===== src/rtl/adpcm_rom_arb_if.sv =====
// Signal bundle for adpcm_rom_arb: the ADPCM-A and ADPCM-B sample buses plus the shared ROM port.
// The master modport belongs to the sound chip and ROM side. The slave modport belongs to the arbiter.
interface adpcm_rom_arb_if;
  logic [7:0]  sdrad_in;
  logic [1:0]  sdra_l;
  logic [3:0]  sdra_u;
  logic        sdrmpx;
  logic        n_sdroe;
  logic [7:0]  sdrad_out;
  logic        sdrad_oe;
  logic [7:0]  sdpad_in;
  logic [3:0]  sdpa;
  logic        sdpmpx;
  logic        n_sdpoe;
  logic [7:0]  sdpad_out;
  logic        sdpad_oe;
  logic        mem_req;
  logic [24:0] mem_addr;
  logic        mem_ack;
  logic [7:0]  mem_data;

  modport master (
    output sdrad_in, sdra_l, sdra_u, sdrmpx, n_sdroe,
    output sdpad_in, sdpa, sdpmpx, n_sdpoe,
    output mem_ack, mem_data,
    input  sdrad_out, sdrad_oe, sdpad_out, sdpad_oe, mem_req, mem_addr
  );

  modport slave (
    input  sdrad_in, sdra_l, sdra_u, sdrmpx, n_sdroe,
    input  sdpad_in, sdpa, sdpmpx, n_sdpoe,
    input  mem_ack, mem_data,
    output sdrad_out, sdrad_oe, sdpad_out, sdpad_oe, mem_req, mem_addr
  );
endinterface


===== src/rtl/adpcm_rom_arb.sv =====
// Shares one ROM port between the ADPCM-A and ADPCM-B sample fetch buses.
// Defining ARB_RR_EN selects round-robin arbitration. Otherwise ADPCM-A always has priority.
module adpcm_rom_arb #(
  parameter int MEM_LAT_MAX = 255
) (
  input logic            i_clk_24m,
  input logic            i_reset,
  adpcm_rom_arb_if.slave bus
);
  localparam int LAT_W = (MEM_LAT_MAX > 1) ? $clog2(MEM_LAT_MAX) : 1;

  typedef enum logic [1:0] {IDLE = 2'd0, BUSY_A = 2'd1, BUSY_B = 2'd2} state_t;

  state_t           r_state;
  logic             r_mpx_a_q, r_oe_a_q, r_mpx_b_q, r_oe_b_q;
  logic [23:0]      r_ptr_a, r_ptr_b, r_paddr_a, r_paddr_b;
  logic             r_pend_a, r_pend_b, r_live_a, r_live_b, r_valid_a, r_valid_b;
  logic [7:0]       r_data_a, r_data_b;
  logic             r_oe_a, r_oe_b, r_mem_req;
  logic [24:0]      r_mem_addr;
  logic [LAT_W-1:0] r_wd_cnt;

  logic w_mpx_a_rise, w_mpx_a_fall, w_oe_a_rise, w_oe_a_fall;
  logic w_mpx_b_rise, w_mpx_b_fall, w_oe_b_rise, w_oe_b_fall;
  logic w_idle, w_pick_a, w_grant_a, w_grant_b, w_wd_exp, w_done, w_done_a, w_done_b;
  logic [7:0] w_fill;

  assign w_mpx_a_rise = bus.sdrmpx & ~r_mpx_a_q;
  assign w_mpx_a_fall = ~bus.sdrmpx & r_mpx_a_q;
  assign w_oe_a_rise  = bus.n_sdroe & ~r_oe_a_q;
  assign w_oe_a_fall  = ~bus.n_sdroe & r_oe_a_q;
  assign w_mpx_b_rise = bus.sdpmpx & ~r_mpx_b_q;
  assign w_mpx_b_fall = ~bus.sdpmpx & r_mpx_b_q;
  assign w_oe_b_rise  = bus.n_sdpoe & ~r_oe_b_q;
  assign w_oe_b_fall  = ~bus.n_sdpoe & r_oe_b_q;

`ifdef ARB_RR_EN
  // r_last_b remembers which channel won the most recent contended grant.
  logic r_last_b;
  assign w_pick_a = ~r_pend_b | r_last_b;
`else
  assign w_pick_a = 1'b1;
`endif

  assign w_idle    = (r_state == IDLE);
  assign w_grant_a = w_idle & r_pend_a & w_pick_a;
  assign w_grant_b = w_idle & r_pend_b & ~w_grant_a;
  assign w_wd_exp  = (r_wd_cnt == LAT_W'(MEM_LAT_MAX - 1));
  assign w_done    = ~w_idle & (bus.mem_ack | w_wd_exp);
  assign w_done_a  = w_done & (r_state == BUSY_A);
  assign w_done_b  = w_done & (r_state == BUSY_B);
  assign w_fill    = bus.mem_ack ? bus.mem_data : 8'hFF;

  always_ff @(posedge i_clk_24m) begin
    if (i_reset) begin
      r_state    <= IDLE;
      r_mpx_a_q  <= 1'b1;
      r_oe_a_q   <= 1'b1;
      r_mpx_b_q  <= 1'b1;
      r_oe_b_q   <= 1'b1;
      r_ptr_a    <= 24'd0;
      r_ptr_b    <= 24'd0;
      r_paddr_a  <= 24'd0;
      r_paddr_b  <= 24'd0;
      r_pend_a   <= 1'b0;
      r_pend_b   <= 1'b0;
      r_live_a   <= 1'b0;
      r_live_b   <= 1'b0;
      r_valid_a  <= 1'b0;
      r_valid_b  <= 1'b0;
      r_data_a   <= 8'd0;
      r_data_b   <= 8'd0;
      r_oe_a     <= 1'b0;
      r_oe_b     <= 1'b0;
      r_mem_req  <= 1'b0;
      r_mem_addr <= 25'd0;
      r_wd_cnt   <= '0;
`ifdef ARB_RR_EN
      r_last_b   <= 1'b1;
`endif
    end else begin
      r_mpx_a_q <= bus.sdrmpx;
      r_oe_a_q  <= bus.n_sdroe;
      r_mpx_b_q <= bus.sdpmpx;
      r_oe_b_q  <= bus.n_sdpoe;

      if (w_mpx_a_rise)      r_ptr_a[9:0]   <= {bus.sdra_l, bus.sdrad_in};
      else if (w_mpx_a_fall) r_ptr_a[23:10] <= {bus.sdra_u, bus.sdra_l, bus.sdrad_in};
      else if (w_oe_a_rise)  r_ptr_a        <= r_ptr_a + 24'd1;

      if (w_mpx_b_rise)      r_ptr_b[11:0]  <= {bus.sdpa, bus.sdpad_in};
      else if (w_mpx_b_fall) r_ptr_b[23:12] <= {bus.sdpa, bus.sdpad_in};
      else if (w_oe_b_rise)  r_ptr_b        <= r_ptr_b + 24'd1;

      // A new OE fall retargets any queued request, so a channel never has more than one request waiting.
      if (w_oe_a_fall) begin
        r_pend_a  <= 1'b1;
        r_paddr_a <= r_ptr_a;
      end else if (w_grant_a) begin
        r_pend_a  <= 1'b0;
      end
      if (w_oe_b_fall) begin
        r_pend_b  <= 1'b1;
        r_paddr_b <= r_ptr_b;
      end else if (w_grant_b) begin
        r_pend_b  <= 1'b0;
      end

      // A fetch whose OE has already risen, or that a newer fall has superseded, completes without delivering data.
      if (w_oe_a_rise)    r_live_a <= 1'b0;
      else if (w_grant_a) r_live_a <= 1'b1;
      if (w_oe_b_rise)    r_live_b <= 1'b0;
      else if (w_grant_b) r_live_b <= 1'b1;

      if (w_oe_a_fall | w_oe_a_rise) begin
        r_valid_a <= 1'b0;
      end else if (w_done_a & r_live_a & ~r_pend_a) begin
        r_valid_a <= 1'b1;
        r_data_a  <= w_fill;
      end
      if (w_oe_b_fall | w_oe_b_rise) begin
        r_valid_b <= 1'b0;
      end else if (w_done_b & r_live_b & ~r_pend_b) begin
        r_valid_b <= 1'b1;
        r_data_b  <= w_fill;
      end

      r_oe_a <= r_valid_a & ~r_oe_a_q;
      r_oe_b <= r_valid_b & ~r_oe_b_q;

      case (r_state)
        IDLE: begin
          r_wd_cnt <= '0;
          if (w_grant_a) begin
            r_state    <= BUSY_A;
            r_mem_req  <= 1'b1;
            r_mem_addr <= {1'b0, r_paddr_a};
`ifdef ARB_RR_EN
            if (r_pend_b) r_last_b <= 1'b0;
`endif
          end else if (w_grant_b) begin
            r_state    <= BUSY_B;
            r_mem_req  <= 1'b1;
            r_mem_addr <= {1'b1, r_paddr_b};
`ifdef ARB_RR_EN
            if (r_pend_a) r_last_b <= 1'b1;
`endif
          end
        end
        BUSY_A, BUSY_B: begin
          if (w_done) begin
            r_state   <= IDLE;
            r_mem_req <= 1'b0;
          end else begin
            r_wd_cnt  <= r_wd_cnt + 1'b1;
          end
        end
        default: begin
          r_state   <= IDLE;
          r_mem_req <= 1'b0;
        end
      endcase
    end
  end

  assign bus.sdrad_out = r_data_a;
  assign bus.sdrad_oe  = r_oe_a;
  assign bus.sdpad_out = r_data_b;
  assign bus.sdpad_oe  = r_oe_b;
  assign bus.mem_req   = r_mem_req;
  assign bus.mem_addr  = r_mem_addr;
endmodule

===== src/flat_wrapper.sv =====
// flat-port wrapper written by rule: the top's interface ports become plain ports
module adpcm_rom_arb_flat 
#(
  parameter int MEM_LAT_MAX = 255
)
  (i_clk_24m, i_reset, bus_sdrad_in, bus_sdra_l, bus_sdra_u, bus_sdrmpx, bus_n_sdroe, bus_sdpad_in, bus_sdpa, bus_sdpmpx, bus_n_sdpoe, bus_mem_ack, bus_mem_data, bus_sdrad_out, bus_sdrad_oe, bus_sdpad_out, bus_sdpad_oe, bus_mem_req, bus_mem_addr);
  adpcm_rom_arb_if bus_i ();
  input logic i_clk_24m;
  input logic i_reset;
  input wire logic [$bits(bus_i.sdrad_in)-1:0] bus_sdrad_in;
  input wire logic [$bits(bus_i.sdra_l)-1:0] bus_sdra_l;
  input wire logic [$bits(bus_i.sdra_u)-1:0] bus_sdra_u;
  input wire logic [$bits(bus_i.sdrmpx)-1:0] bus_sdrmpx;
  input wire logic [$bits(bus_i.n_sdroe)-1:0] bus_n_sdroe;
  input wire logic [$bits(bus_i.sdpad_in)-1:0] bus_sdpad_in;
  input wire logic [$bits(bus_i.sdpa)-1:0] bus_sdpa;
  input wire logic [$bits(bus_i.sdpmpx)-1:0] bus_sdpmpx;
  input wire logic [$bits(bus_i.n_sdpoe)-1:0] bus_n_sdpoe;
  input wire logic [$bits(bus_i.mem_ack)-1:0] bus_mem_ack;
  input wire logic [$bits(bus_i.mem_data)-1:0] bus_mem_data;
  output wire logic [$bits(bus_i.sdrad_out)-1:0] bus_sdrad_out;
  output wire logic [$bits(bus_i.sdrad_oe)-1:0] bus_sdrad_oe;
  output wire logic [$bits(bus_i.sdpad_out)-1:0] bus_sdpad_out;
  output wire logic [$bits(bus_i.sdpad_oe)-1:0] bus_sdpad_oe;
  output wire logic [$bits(bus_i.mem_req)-1:0] bus_mem_req;
  output wire logic [$bits(bus_i.mem_addr)-1:0] bus_mem_addr;
  assign bus_i.sdrad_in = bus_sdrad_in;
  assign bus_i.sdra_l = bus_sdra_l;
  assign bus_i.sdra_u = bus_sdra_u;
  assign bus_i.sdrmpx = bus_sdrmpx;
  assign bus_i.n_sdroe = bus_n_sdroe;
  assign bus_i.sdpad_in = bus_sdpad_in;
  assign bus_i.sdpa = bus_sdpa;
  assign bus_i.sdpmpx = bus_sdpmpx;
  assign bus_i.n_sdpoe = bus_n_sdpoe;
  assign bus_i.mem_ack = bus_mem_ack;
  assign bus_i.mem_data = bus_mem_data;
  assign bus_sdrad_out = bus_i.sdrad_out;
  assign bus_sdrad_oe = bus_i.sdrad_oe;
  assign bus_sdpad_out = bus_i.sdpad_out;
  assign bus_sdpad_oe = bus_i.sdpad_oe;
  assign bus_mem_req = bus_i.mem_req;
  assign bus_mem_addr = bus_i.mem_addr;
  adpcm_rom_arb #(.MEM_LAT_MAX(MEM_LAT_MAX)) u_core (.i_clk_24m(i_clk_24m), .i_reset(i_reset), .bus(bus_i));
endmodule

===== config.mk =====
export PLATFORM = sky130hd
export DESIGN_NAME = adpcm_rom_arb_flat
export DESIGN_NICKNAME = d
export VERILOG_FILES = /design/src/rtl/adpcm_rom_arb_if.sv /design/src/rtl/adpcm_rom_arb.sv /design/src/flat_wrapper.sv
export SDC_FILE = /design/constraint.sdc
export NUM_CORES = 1
export LEC_CHECK = 0
export ABC_CLOCK_PERIOD_IN_PS = 2300
export BUFFER_PORTS_ARGS = -buffer_cell sky130_fd_sc_hd__buf_2
export CORE_MARGIN = 2
export CORE_UTILIZATION = 40
export CTS_BUF_LIST = sky130_fd_sc_hd__clkbuf_16
export DETAILED_ROUTE_END_ITERATION = 16
export GPL_TIMING_DRIVEN = 0
export PLACE_DENSITY = 0.69
export SETUP_SLACK_MARGIN = 0.05
export SLEW_MARGIN = 20
export SYNTH_ARGS = -nofsm -noshare
export SYNTH_HDL_FRONTEND = slang
export SYNTH_SLANG_ARGS = --single-unit

===== constraint.sdc =====
create_clock -name i_clk_24m -period 2.3 [get_ports i_clk_24m]
set_input_delay 0.46 -clock i_clk_24m [delete_from_list [all_inputs] [get_ports i_clk_24m]]
set_output_delay 0.46 -clock i_clk_24m [all_outputs]
set_load 0.005 [all_outputs]

==> out/qor.csv <==
stage,metric,value,unit
detailed_routing,mean routed wirelength per cell,18.5,um
finish,fin util,47.5,%
critical_path,Worst Setup Path Type,flip-flop to flip-flop,
pwr,PD cells,767,mW/mm2
sta,final period utilization,93.0,%
critical_path,WP data arrival,2490,ps
critical_path,critical path capture point type,flip-flop,
synthesis,Post-Syn Area per Cell,8.51,um2
synthesis,synth warn,0,
detailed_routing,drt total wl,22700,um
sta,clock skew,7.01,ps
place,Place WS,-263,ps
clock_network,Worst-Skew Late Latency,430,ps
global_route,antenna violations before repair,0,
critical_path,CP Launch Type,flip-flop,
place,Port Buf Inserts,82,
global_route,global route overflow,0,
synthesis,Gate Count Post-Synth,882,
global_route,first-pass GRT wire length,35900,um
sta,Final Max Tran Viols,0,
status,status,"finished, final reports clean",
clock_network,Clock transition at path regs,70,ps
floorplanning,row count,50,
clock_network,cts repair resizes,9,
detailed_routing,DRT Pass-1 Iters,5,
synthesis,Yosys reg bits,160,
synthesis,Mapped Nets,934,
synthesis,"Async S/R FF share, synth",0,%
synthesis,Synth cell types,59,
sta,"Setup violations, final",0,
floorplanning,Die H,141,um
sta,"Hold Violations, Final",0,
floorplanning,area of the die,0.0199,mm2
finish,Post-Layout Cell Count,1229,
place,DP Wirelength,16300,um
floorplanning,Core Area,0.0186,mm2
sta,Slew headroom,40.3,%
detailed_routing,Detailed Route Iter0 Violations,718,
floorplanning,Initial Util,40.4,%
detailed_routing,Post-DRT Antenna Nets,0,
pwr,Pleak,3.26,nW
synthesis,ys flop type,dfxtp_1,
sta,setup ws final,161,ps
sta,fmax,0.468,GHz
pwr,Total Power,6.77,mW
sta,unrepaired setup endpoints after global routing,false,
clock_network,Longest Clk Path Bufs,2,
critical_path,CP required,2650,ps
place,Inst Count DP,1198,
detailed_routing,via/cell ratio,5.90,
sta,minimum clock period,2140,ps
detailed_routing,total number of vias,7247,
clock_network,hold buffers post-CTS,0,
global_route,All-Layer GR Usage,22.9,%
critical_path,CP Max Fanout,9,
detailed_routing,DRC viols,0,
sta,Sum Neg Setup Slack,0,ps
finish,Area Growth Syn to Fin,17.7,%
place,Final Wtd Congestion,0.881,
pwr,VDD IR max,0.589,mV
synthesis,"EDFF count, synth",0,
floorplanning,I/O pin count,85,
global_route,vias in the first global route,6640,
clock_network,Inserted Clock Buffers,17,
job,max cap viols,0,
sta,worst slew pin tran,895,ps
clock_network,root buffer cell,clkbuf_16,
synthesis,mapped cell area,0.00750,mm2
finish,fraction of layout cells with a size suffix above 1,13.9,%
clock_network,setup bufs post-CTS,0,
clock_network,CTS H-tree lvls,4,
clock_network,CTS tree,yes,
finish,diodes inserted,0,
synthesis,sequential area share after synthesis,42.7,%
finish,Nets,1034,
global_route,largest net degree at the start of global routing,17,
min_path,Hold Crit Class,input port to flip-flop,
floorplanning,die width,141,um
clock_network,CTS Sinks,160,
-- registers in the layout, summed over array words and instances, names as in the netlist, 2 cells and up --
name / cells
u_core.bus.sdrad_out: 8
u_core.r_wd_cnt: 8
u_core.r_paddr_a: 24
u_core.bus.mem_addr: 25
u_core.r_ptr_b: 24
u_core.r_paddr_b: 24
u_core.r_state: 2
u_core.bus.sdpad_out: 8
u_core.r_ptr_a: 24
-- cell usage after synthesis (4+ instances only) --
master / count / area, um2
nand4_1: 17 / 106
nand3_1: 27 / 135
a211oi_1: 25 / 188
a22oi_1: 19 / 143
or3_1: 12 / 75.1
o21ai_0: 61 / 305
nand2_1: 46 / 173
a41o_1: 4 / 40.0
inv_1: 19 / 71.3
a21o_1: 7 / 52.6
o211ai_1: 17 / 128
nor2b_1: 15 / 93.8
dfxtp_1: 160 / 3200
a21oi_1: 80 / 400
nor2_1: 67 / 251
o31ai_1: 7 / 52.6
ha_1: 11 / 138
or4_1: 23 / 173
and4_1: 7 / 61.3
nor3_1: 11 / 55.1
nand2b_1: 7 / 43.8
o22ai_1: 25 / 156
mux2i_1: 49 / 490
and2_1: 13 / 81.3
and3_1: 9 / 56.3
clkbuf_1: 67 / 251
a31oi_1: 21 / 131
-- logic make-up (layout without fill, tap and decap cells) --
family | after synthesis | after routing | synth area share [%]
and+or+nand+nor | 274 | 274 | 19.5
AOI/OAI and AO/OA | 292 | 292 | 24.3
adders and majority gates | 11 | 11 | 1.83
buffers and inverters | 94 | 207 | 4.87
xor gates and xnor gates | 1 | 1 | 0.117
muxes | 50 | 50 | 6.69
DFF | 160 | 160 | 42.7
-- power by group --
| group | switching (mW) | internal, mW |
|---|---|---|
| Sequential | 0.156 | 2.92 |
| Clock | 1.25 | 1.61 |
| Combinational | 0.517 | 0.317 |
-- routing by layer --
metal / up-vias / GRT usage (%) / wire [um]
met5: - / 0 / 0
met4: 0 / 7.74 / 459
met3: 35 / 4.89 / 1770
met2: 308 / 35.8 / 10200
met1: 3409 / 31.5 / 10400
li1: 3495 / - / -
-- critical path: stages, from the launching register on --
cell and delay, ps:
dfxtp_1 470, and4_1 230, clkbuf_1 350, nand4_1 290, or4_1 540, a31oi_1 180
-- worst paths after layout --
kind	to	cells after the start	from	slack [ps]
max reg2reg	u_core.r_ptr_b[19]	5	u_core.r_ptr_b[8]	160
max	u_core.r_ptr_b[19]	5	u_core.r_ptr_b[8]	160
min	u_core.r_oe_b_q	3	bus_n_sdpoe	240
min reg2reg	u_core.r_wd_cnt[7]	2	u_core.r_wd_cnt[7]	490
-- stage by stage --
stage,hold WS (ps),cell area [um2]
after global placement,473,8210
after detailed placement,479,8210
after CTS,229,8810
after floorplan,453,7500
final,240,8830
after global routing,248,8830
-- layout make-up --
type	instances	area, um2
buffer	74	302
clock buffer	17	425
clock inverter	15	158
fill	1795	9750
inverter	19	71.3
multi-input combinational	628	3960
sequential	160	3210
tap	234	293
timing repair buffer	82	410
-- layout by cell type, fill, tap and decap left out, types with 9 or more instances in the layout --
cell type and count:
dfxtp_1 158, buf_2 83, a21oi_1 79, nor2_1 67, clkbuf_1 61, o21ai_0 60
mux2i_1 49, nand2_1 46, nand3_1 26, a211oi_1 25, o22ai_1 25, or4_1 23
a31oi_1 21, inv_1 19, a22oi_1 19, nand4_1 17, o211ai_1 17, clkbuf_16 17
nor2b_1 15, and2_1 13, or3_1 12, nor3_1 10, ha_1 10, and3_1 9
Power figures use the tool's default switching activity.
